===== config.mk =====
export PLATFORM = sky130hd
export DESIGN_NAME = seq_shift_add_multiplier
export DESIGN_NICKNAME = d
export VERILOG_FILES = /design/src/rtl/mul_div_pkg.sv /design/src/rtl/shift_add_step.sv /design/src/rtl/seq_shift_add_multiplier.sv
export SDC_FILE = /design/constraint.sdc
export NUM_CORES = 1
export LEC_CHECK = 0
export CORE_MARGIN = 2
export CORE_UTILIZATION = 54
export DETAILED_ROUTE_END_ITERATION = 10
export HOLD_SLACK_MARGIN = 0.02
export MAX_ROUTING_LAYER = met4
export PLACE_DENSITY = 0.83
export SLEW_MARGIN = 20
export SYNTH_ARGS = -nofsm -noshare
export SYNTH_HDL_FRONTEND = slang
export SYNTH_SLANG_ARGS = --single-unit

===== constraint.sdc =====
create_clock -name clk -period 2.1 [get_ports clk]
set_clock_uncertainty 0.05 [all_clocks]
set_input_delay 0.315 -clock clk [delete_from_list [all_inputs] [get_ports clk]]
set_output_delay 0.315 -clock clk [all_outputs]
set_load 0.01 [all_outputs]

===== src/rtl/mul_div_pkg.sv =====
// Shared definitions for the sequential multiply/divide family:
// FSM state encoding, default operand width and product type.
package mul_div_pkg;

  localparam int MUL_DIV_WIDTH = 4;

  // Encoding 2'd3 is unused; the FSMs recover from it to ST_IDLE.
  typedef enum logic [1:0] {
    ST_IDLE = 2'd0,
    ST_RUN  = 2'd1,
    ST_DONE = 2'd2
  } mul_div_state_e;

  typedef logic [2*MUL_DIV_WIDTH-1:0] mul_div_prod_t;

endpackage


===== src/rtl/shift_add_step.sv =====
// One radix-2 shift-add iteration: conditionally add the multiplicand into the
// accumulator, then shift the multiplicand left and the multiplier right.
module shift_add_step
  import mul_div_pkg::*;
#(
  parameter int WIDTH = MUL_DIV_WIDTH
) (
  input  logic [2*WIDTH-1:0] i_acc,
  input  logic [2*WIDTH-1:0] i_mcand,
  input  logic [WIDTH-1:0]   i_mplier,
  output logic [2*WIDTH-1:0] o_acc,
  output logic [2*WIDTH-1:0] o_mcand,
  output logic [WIDTH-1:0]   o_mplier
);

  // Accumulate when the current multiplier LSB is set; the sum fits in 2*WIDTH bits.
  always_comb begin
    o_acc    = i_acc;
    o_mcand  = i_mcand << 1;
    o_mplier = i_mplier >> 1;
    if (i_mplier[0]) begin
      o_acc = i_acc + i_mcand;
    end else begin
      o_acc = i_acc;
    end
  end

endmodule


===== src/rtl/seq_shift_add_multiplier.sv =====
// Start-driven unsigned shift-add multiplier: one multiplier bit per clock,
// product and a one-cycle done pulse WIDTH+1 edges after the start is accepted.
module seq_shift_add_multiplier
  import mul_div_pkg::*;
#(
  parameter int WIDTH = MUL_DIV_WIDTH
) (
  input  logic               clk,
  input  logic               rst_n,
  input  logic               start,
  input  logic [WIDTH-1:0]   multiplicand,
  input  logic [WIDTH-1:0]   multiplier,
  output logic [2*WIDTH-1:0] product,
  output logic               busy,
  output logic               done
);

  localparam int CNT_W = $clog2(WIDTH);
  localparam logic [CNT_W-1:0] LAST_CNT = CNT_W'(WIDTH - 1);

  mul_div_state_e     r_state;
  logic [2*WIDTH-1:0] r_acc;
  logic [2*WIDTH-1:0] r_mcand;
  logic [WIDTH-1:0]   r_mplier;
  logic [CNT_W-1:0]   r_cnt;
  logic [2*WIDTH-1:0] r_product;
  logic               r_done;

  logic [2*WIDTH-1:0] w_acc;
  logic [2*WIDTH-1:0] w_mcand;
  logic [WIDTH-1:0]   w_mplier;

  shift_add_step #(
    .WIDTH (WIDTH)
  ) u_step (
    .i_acc    (r_acc),
    .i_mcand  (r_mcand),
    .i_mplier (r_mplier),
    .o_acc    (w_acc),
    .o_mcand  (w_mcand),
    .o_mplier (w_mplier)
  );

  // Control FSM, iteration counter and registered product/done.
  always_ff @(posedge clk or negedge rst_n) begin
    if (!rst_n) begin
      r_state   <= ST_IDLE;
      r_acc     <= '0;
      r_mcand   <= '0;
      r_mplier  <= '0;
      r_cnt     <= '0;
      r_product <= '0;
      r_done    <= 1'b0;
    end else begin
      case (r_state)
        ST_IDLE: begin
          r_done <= 1'b0;
          if (start) begin
            r_mcand  <= {{WIDTH{1'b0}}, multiplicand};
            r_mplier <= multiplier;
            r_acc    <= '0;
            r_cnt    <= '0;
            r_state  <= ST_RUN;
          end else begin
            r_state  <= ST_IDLE;
          end
        end
        // Always exactly WIDTH iterations, even for a zero multiplier.
        ST_RUN: begin
          r_done   <= 1'b0;
          r_acc    <= w_acc;
          r_mcand  <= w_mcand;
          r_mplier <= w_mplier;
          r_cnt    <= r_cnt + CNT_W'(1);
          if (r_cnt == LAST_CNT) begin
            r_state <= ST_DONE;
          end else begin
            r_state <= ST_RUN;
          end
        end
        ST_DONE: begin
          r_product <= r_acc;
          r_done    <= 1'b1;
          r_state   <= ST_IDLE;
        end
        default: begin
          r_done  <= 1'b0;
          r_state <= ST_IDLE;
        end
      endcase
    end
  end

  assign busy    = (r_state != ST_IDLE);
  assign product = r_product;
  assign done    = r_done;

endmodule

=== Yosys cells after proc, flatten, opt, wreduce, memory -nomap -nowiden ===
Index checks and enable logic that the tools add are counted.

* Input bits: 11
* Bits in registers: 33
* Word-level logic and storage cells: 32
* Output and inout port bits: 10

* Equal/unequal tests: 5
* Muxes and demuxes: 13
* Add/subtract/negate cells: 2
* Reductions and logical operators: 5

{| class="wikitable"
|+ Operators by type and width
! operator !! count
|-
| 8-bit one-hot mux with 2 select lines || 2
|-
| 8-bit two-way mux || 3
|-
| 8-bit adder || 1
|-
| 2-bit one-hot mux with 2 select lines || 2
|-
| 4-bit one-hot mux with 2 select lines || 1
|-
| 2-bit == test, second input constant || 2
|-
| 2-bit two-way mux || 2
|-
| 4-bit two-way mux || 1
|-
| 2-bit != test, second input constant || 2
|-
| 2-bit nonzero test || 2
|-
| 3-bit AND reduction || 1
|-
| 2-bit by 1-bit adder with 2-bit output, second input constant || 1
|-
| 2-bit by 1-bit == test with 1-bit output, second input constant || 1
|-
| 2-bit zero test || 1
|-
| 1-bit two-way mux || 2
|-
| 2-bit AND reduction || 1
|}

=== Depth between registers and ports, before layout ===
* Word-level depth: 3
* Mapped depth: 7
* Depth with buffers taken out: 7

=== Hierarchy ===
From an unflattened synthesis, not the netlist that was laid out.

* Cell total of the unflattened synthesis: 162
* Area total of the unflattened synthesis: 1889.3 µm²

{| class="wikitable"
|+ By module, submodules not included
! module !! instances !! area an instance (µm²) !! sequential area each (µm²) !! cells an instance
|-
| seq_shift_add_multiplier || 1 || 1350.0 || 825.8 || 92
|-
| shift_add_step || 1 || 539.3 || 0.0 || 70
|}

=== Worst setup path after synthesis ===
No wires, ideal clock.

* Kind: register to register
* Start: reg r_acc[0]
* End: reg r_acc[6]
* Library setup time: 0.128 ns
* Required time: 1.922 ns
* Arrival time: 1.631 ns
* Buffers on the path: 0
* Clock period less this slack: 1.809 ns
* Stages on the path, launching flop included: 8
* Slack: 0.291 ns
* Cell sequence: dfrtp_1 -> ha_1 -> fa_1 -> a21oi_1 -> o21ai_0 -> a21oi_1 -> xor2_1 -> o21ai_0

* Word-level cells in the longest chain between the ends: 3

{| class="wikitable"
|+ Ends and longest elaborated chain
! item !! RTL line !! RTL
|-
| from (decl) || seq_shift_add_multiplier.sv:22 || <nowiki>logic [2*WIDTH-1:0] r_acc;</nowiki>
|-
| from (signal assigned) || seq_shift_add_multiplier.sv:71 || <nowiki>r_acc <= w_acc;</nowiki>
|-
| 8-bit adder || shift_add_step.sv:22 || <nowiki>o_acc = i_acc + i_mcand;</nowiki>
|-
| 8-bit two-way mux || shift_add_step.sv:21 || <nowiki>if (i_mplier[0]) begin</nowiki>
|-
| 8-bit one-hot mux with 2 select lines || seq_shift_add_multiplier.sv:55 || <nowiki>case (r_state)</nowiki>
|}

Every way passes these cells. The select of a mux whose other input is x is not followed.
A chain may end at the register's enable or synchronous reset.

=== Worst setup path in the final report ===
* Start: reg r_state[1]
* End: out busy

* Word-level cells in the longest chain between the ends: 1

{| class="wikitable"
|+ Ends and longest elaborated chain
! item !! RTL line !! RTL
|-
| from (decl) || seq_shift_add_multiplier.sv:21 || <nowiki>mul_div_state_e r_state;</nowiki>
|-
| from (signal assigned) || seq_shift_add_multiplier.sv:47 || <nowiki>r_state <= ST_IDLE;</nowiki>
|-
| from (signal assigned) || seq_shift_add_multiplier.sv:63 || <nowiki>r_state <= ST_RUN;</nowiki>
|-
| from (signal assigned) || seq_shift_add_multiplier.sv:65 || <nowiki>r_state <= ST_IDLE;</nowiki>
|-
| 2-bit nonzero test || seq_shift_add_multiplier.sv:94 || <nowiki>assign busy = (r_state != ST_IDLE);</nowiki>
|-
| to (decl) || seq_shift_add_multiplier.sv:14 || <nowiki>output logic busy,</nowiki>
|}

Every way passes these cells.

==> qor.csv <==
stage,metric,value,unit
synthesis,yosysWarnings,0,
timing,worstMarginPinSlew,0.544,ns
place,portBuffers,20,
pwr,seqPwrFrac,0.391,
critical_path,cp_data_required_time,1.74,ns
grt,antenna_found_initial,0,
synthesis,ys_ff_latch,33,
clock_tree,clock-root-buffer,clkbuf_4,
grt,grt_max_degree,34,
cells_and_area,n_antenna_cell,0,
cells_and_area,instances_no_fill,201,
drt,drc_errors,0,
timing,finalHoldViolCount,0,
pwr,switching_share,0.356,
place,place_area,0.00182,sq mm
synthesis,avgSynthCellArea,11.0,sq um
timing,setup_slack,0.0998,ns
timing,finalCritPeriodShare,0.952,
job,max-cap-violations,0,
cells_and_area,finish.instance_area,0.00191,sq mm
floorplanning,die_area,0.00341,sq mm
cells_and_area,final_common_cell,dfrtp_1,
critical_path,rr_endpoint,r_acc[6],
cells_and_area,most-common-layout-cells,"dfrtp_1, nand2_1, clkdlybuf4s50_1",
drt,drtPass1Iterations,4,
timing,period_needed,2.00,ns
critical_path,path_max_fanout,11,
pwr,peakVddDrop,1030,uV
clock_tree,tritoncts.num_buffers,5,
grt,gr-total-overflow,0,
clock_tree,htree_levels,2,
place,dp_hpwl,2020,microns
clock_tree,cts_max_path_buffers,2,
place,dp.cells,193,
pwr,switchingPower,0.961,mW
floorplanning,start_util,0.574,
timing,fmax,500,MHz
critical_path,startpoint_type,flip-flop,
pwr,power_density,1410,mW/mm^2
outcome,status,completed,
pwr,intPower,1.74,mW
timing,maxSlewHeadroom,0.637,
clock_tree,cts.sinks,33,
synthesis,syn_inst,145,
cells_and_area,layout.core_utilization,0.686,
place,pre_cts_slack,0.104,ns
clock_tree,cts_setup_buffers,0,
floorplanning,core_area,0.00278,sq mm
timing,setup_violations,0,
timing,maxSlewViolCount,0,
synthesis,synth.distinct_cells,28,
place,gp_congestion,0.877,
pwr,p_comb_frac,0.424,
critical_path,r2r_slack,0.14,ns
clock_tree,cts_tree,built,
floorplanning,num_rows,19,
drt,vias,1125,
drt,drtIter0Drc,37,
timing,hold_ws,0.302,ns
drt,wl,2830,microns
critical_path,reg2regPathDepth,7,
critical_path,crit_type,flip-flop to output pin,
drt,post_drt_via_cell_ratio,5.60,
drt,drt.antenna.violating_nets,0,
grt,grt_pass1_vias,1147,
cells_and_area,layout.nets,189,
floorplanning,die_w,58.4,microns
floorplanning,die_h,58.4,microns
synthesis,syn-num-nets,165,
critical_path,end_kind,output pin,
grt,grt_first_pass_wirelength,5000,microns
synthesis,yosysSeqAreaShare,0.517,
clock_tree,cts.clk_slew.worst_paths,0.10,ns
hold_path,min_path_type,input port to asynchronous set/reset pin,
cells_and_area,area_delta_synth_final,19.4,%
pwr,leakage,0.883,nW
clock_tree,worstSkewPairLatency,0.34,ns
cells_and_area,drive_gt1_frac,0.165,
floorplanning,boundaryPins,21,
critical_path,r2r-start,r_acc[0],
pwr,pwr-share-clk,0.185,
drt,avgRoutedWirePerCell,14.1,microns
synthesis,syn_area,0.00160,sq mm
grt,track_usage,0.206,
critical_path,critPathArrivalTime,1.64,ns
[routing by layer]
metal	vias to the layer above	share of wire	track usage
li1	558	-	-
met1	522	0.44	0.249
met2	31	0.46	0.305
met3	14	0.057	0.0703
met4	0	0.043	0.106
met5	-	0	-
[worst max-delay path: stages, from the launching register on]
cell	delay [ns]
dfrtp_2	0.48
or2_2	0.33
clkdlybuf4s50_1	0.48
[Yosys cell counts]
| cell type | count | area share |
|---|---|---|
| or2_2 | 1 | 0.0039 |
| a21oi_1 | 6 | 0.019 |
| o21ai_0 | 17 | 0.053 |
| a22oi_1 | 6 | 0.028 |
| inv_1 | 5 | 0.012 |
| a211oi_2 | 1 | 0.0078 |
| nor3_1 | 2 | 0.0063 |
| a21o_1 | 1 | 0.0047 |
| a22o_1 | 5 | 0.027 |
| buf_6 | 1 | 0.0071 |
| a31oi_2 | 1 | 0.0078 |
| o21ai_2 | 2 | 0.011 |
| mux2_2 | 9 | 0.063 |
| nor2b_1 | 1 | 0.0039 |
| and2b_4 | 1 | 0.0063 |
| nand2_1 | 21 | 0.049 |
| buf_4 | 3 | 0.014 |
| fa_1 | 1 | 0.013 |
| xor2_1 | 3 | 0.016 |
| o21ai_1 | 3 | 0.0094 |
| a32o_1 | 1 | 0.0063 |
| nand2b_1 | 1 | 0.0039 |
| dfrtp_1 | 33 | 0.52 |
| xnor2_1 | 4 | 0.022 |
| buf_2 | 3 | 0.0094 |
| ha_1 | 8 | 0.063 |
| and2_1 | 2 | 0.0078 |
| nor2_1 | 3 | 0.0071 |
[cell type report]
type / count / area [sq um]
well taps: 31 / 38.8
flip-flops and latches: 33 / 827
fillers: 227 / 875
clock inverters: 1 / 30.0
multi-input cells: 100 / 707
inverters: 5 / 18.8
repair buffers: 24 / 230
clock buffers: 7 / 55.1
[registers in the layout, summed over array words and instances (netlist names)]
name / count
done: 1
product: 8
r_acc: 8
r_cnt: 2
r_mcand: 8
r_mplier: 4
r_state: 2
[power groups by stage]
| stage | Sequential [mW] | Clock [mW] | Combinational, mW |
|---|---|---|---|
| after detailed placement | 1.07 | 0 | 1.14 |
| after global placement | 1.05 | 0 | 1.10 |
| after floorplan | 1.05 | 0 | 0.830 |
| after global routing | 1.09 | 0.536 | 1.29 |
| final | 1.05 | 0.500 | 1.14 |
| after CTS | 1.05 | 0.514 | 1.15 |
[worst max-delay path by stage]
stage / from / to / slack [ns] / cells past startpoint
finish: r_state[1] / busy / 0.1 / 2
detailed placement: r_acc[0] / r_acc[6] / 0.10 / 7
global placement: r_acc[0] / r_acc[6] / 0.20 / 7
global route: r_acc[0] / r_acc[6] / -0.01 / 7
CTS: r_state[1] / busy / 0.06 / 2
floorplan: r_acc[0] / r_acc[6] / 0.29 / 7
[cells by family after synthesis]
kind of cell	count (synthesis)	share of synthesized area
compound gates	43	0.175
xor+xnor	7	0.0384
fa+ha+maj	9	0.0752
buf+inv	12	0.0423
flops	33	0.517
mux	9	0.0635
simple gates	32	0.0886
[timing repair]
action                     in CTS  in global routing
gates resized for setup         0                  2
setup endpoints to repair       0                  2
hold buffers                    0                  0
[stage by stage]
stage	power [mW]	setup TNS [ns]
2_1_floorplan	1.88	0
3_3_place_gp	2.15	0
3_5_place_dp	2.21	0
4_1_cts	2.72	0
5_1_grt	2.91	-0.0145
6_report	2.70	0
(Power assumes the default switching activity.)
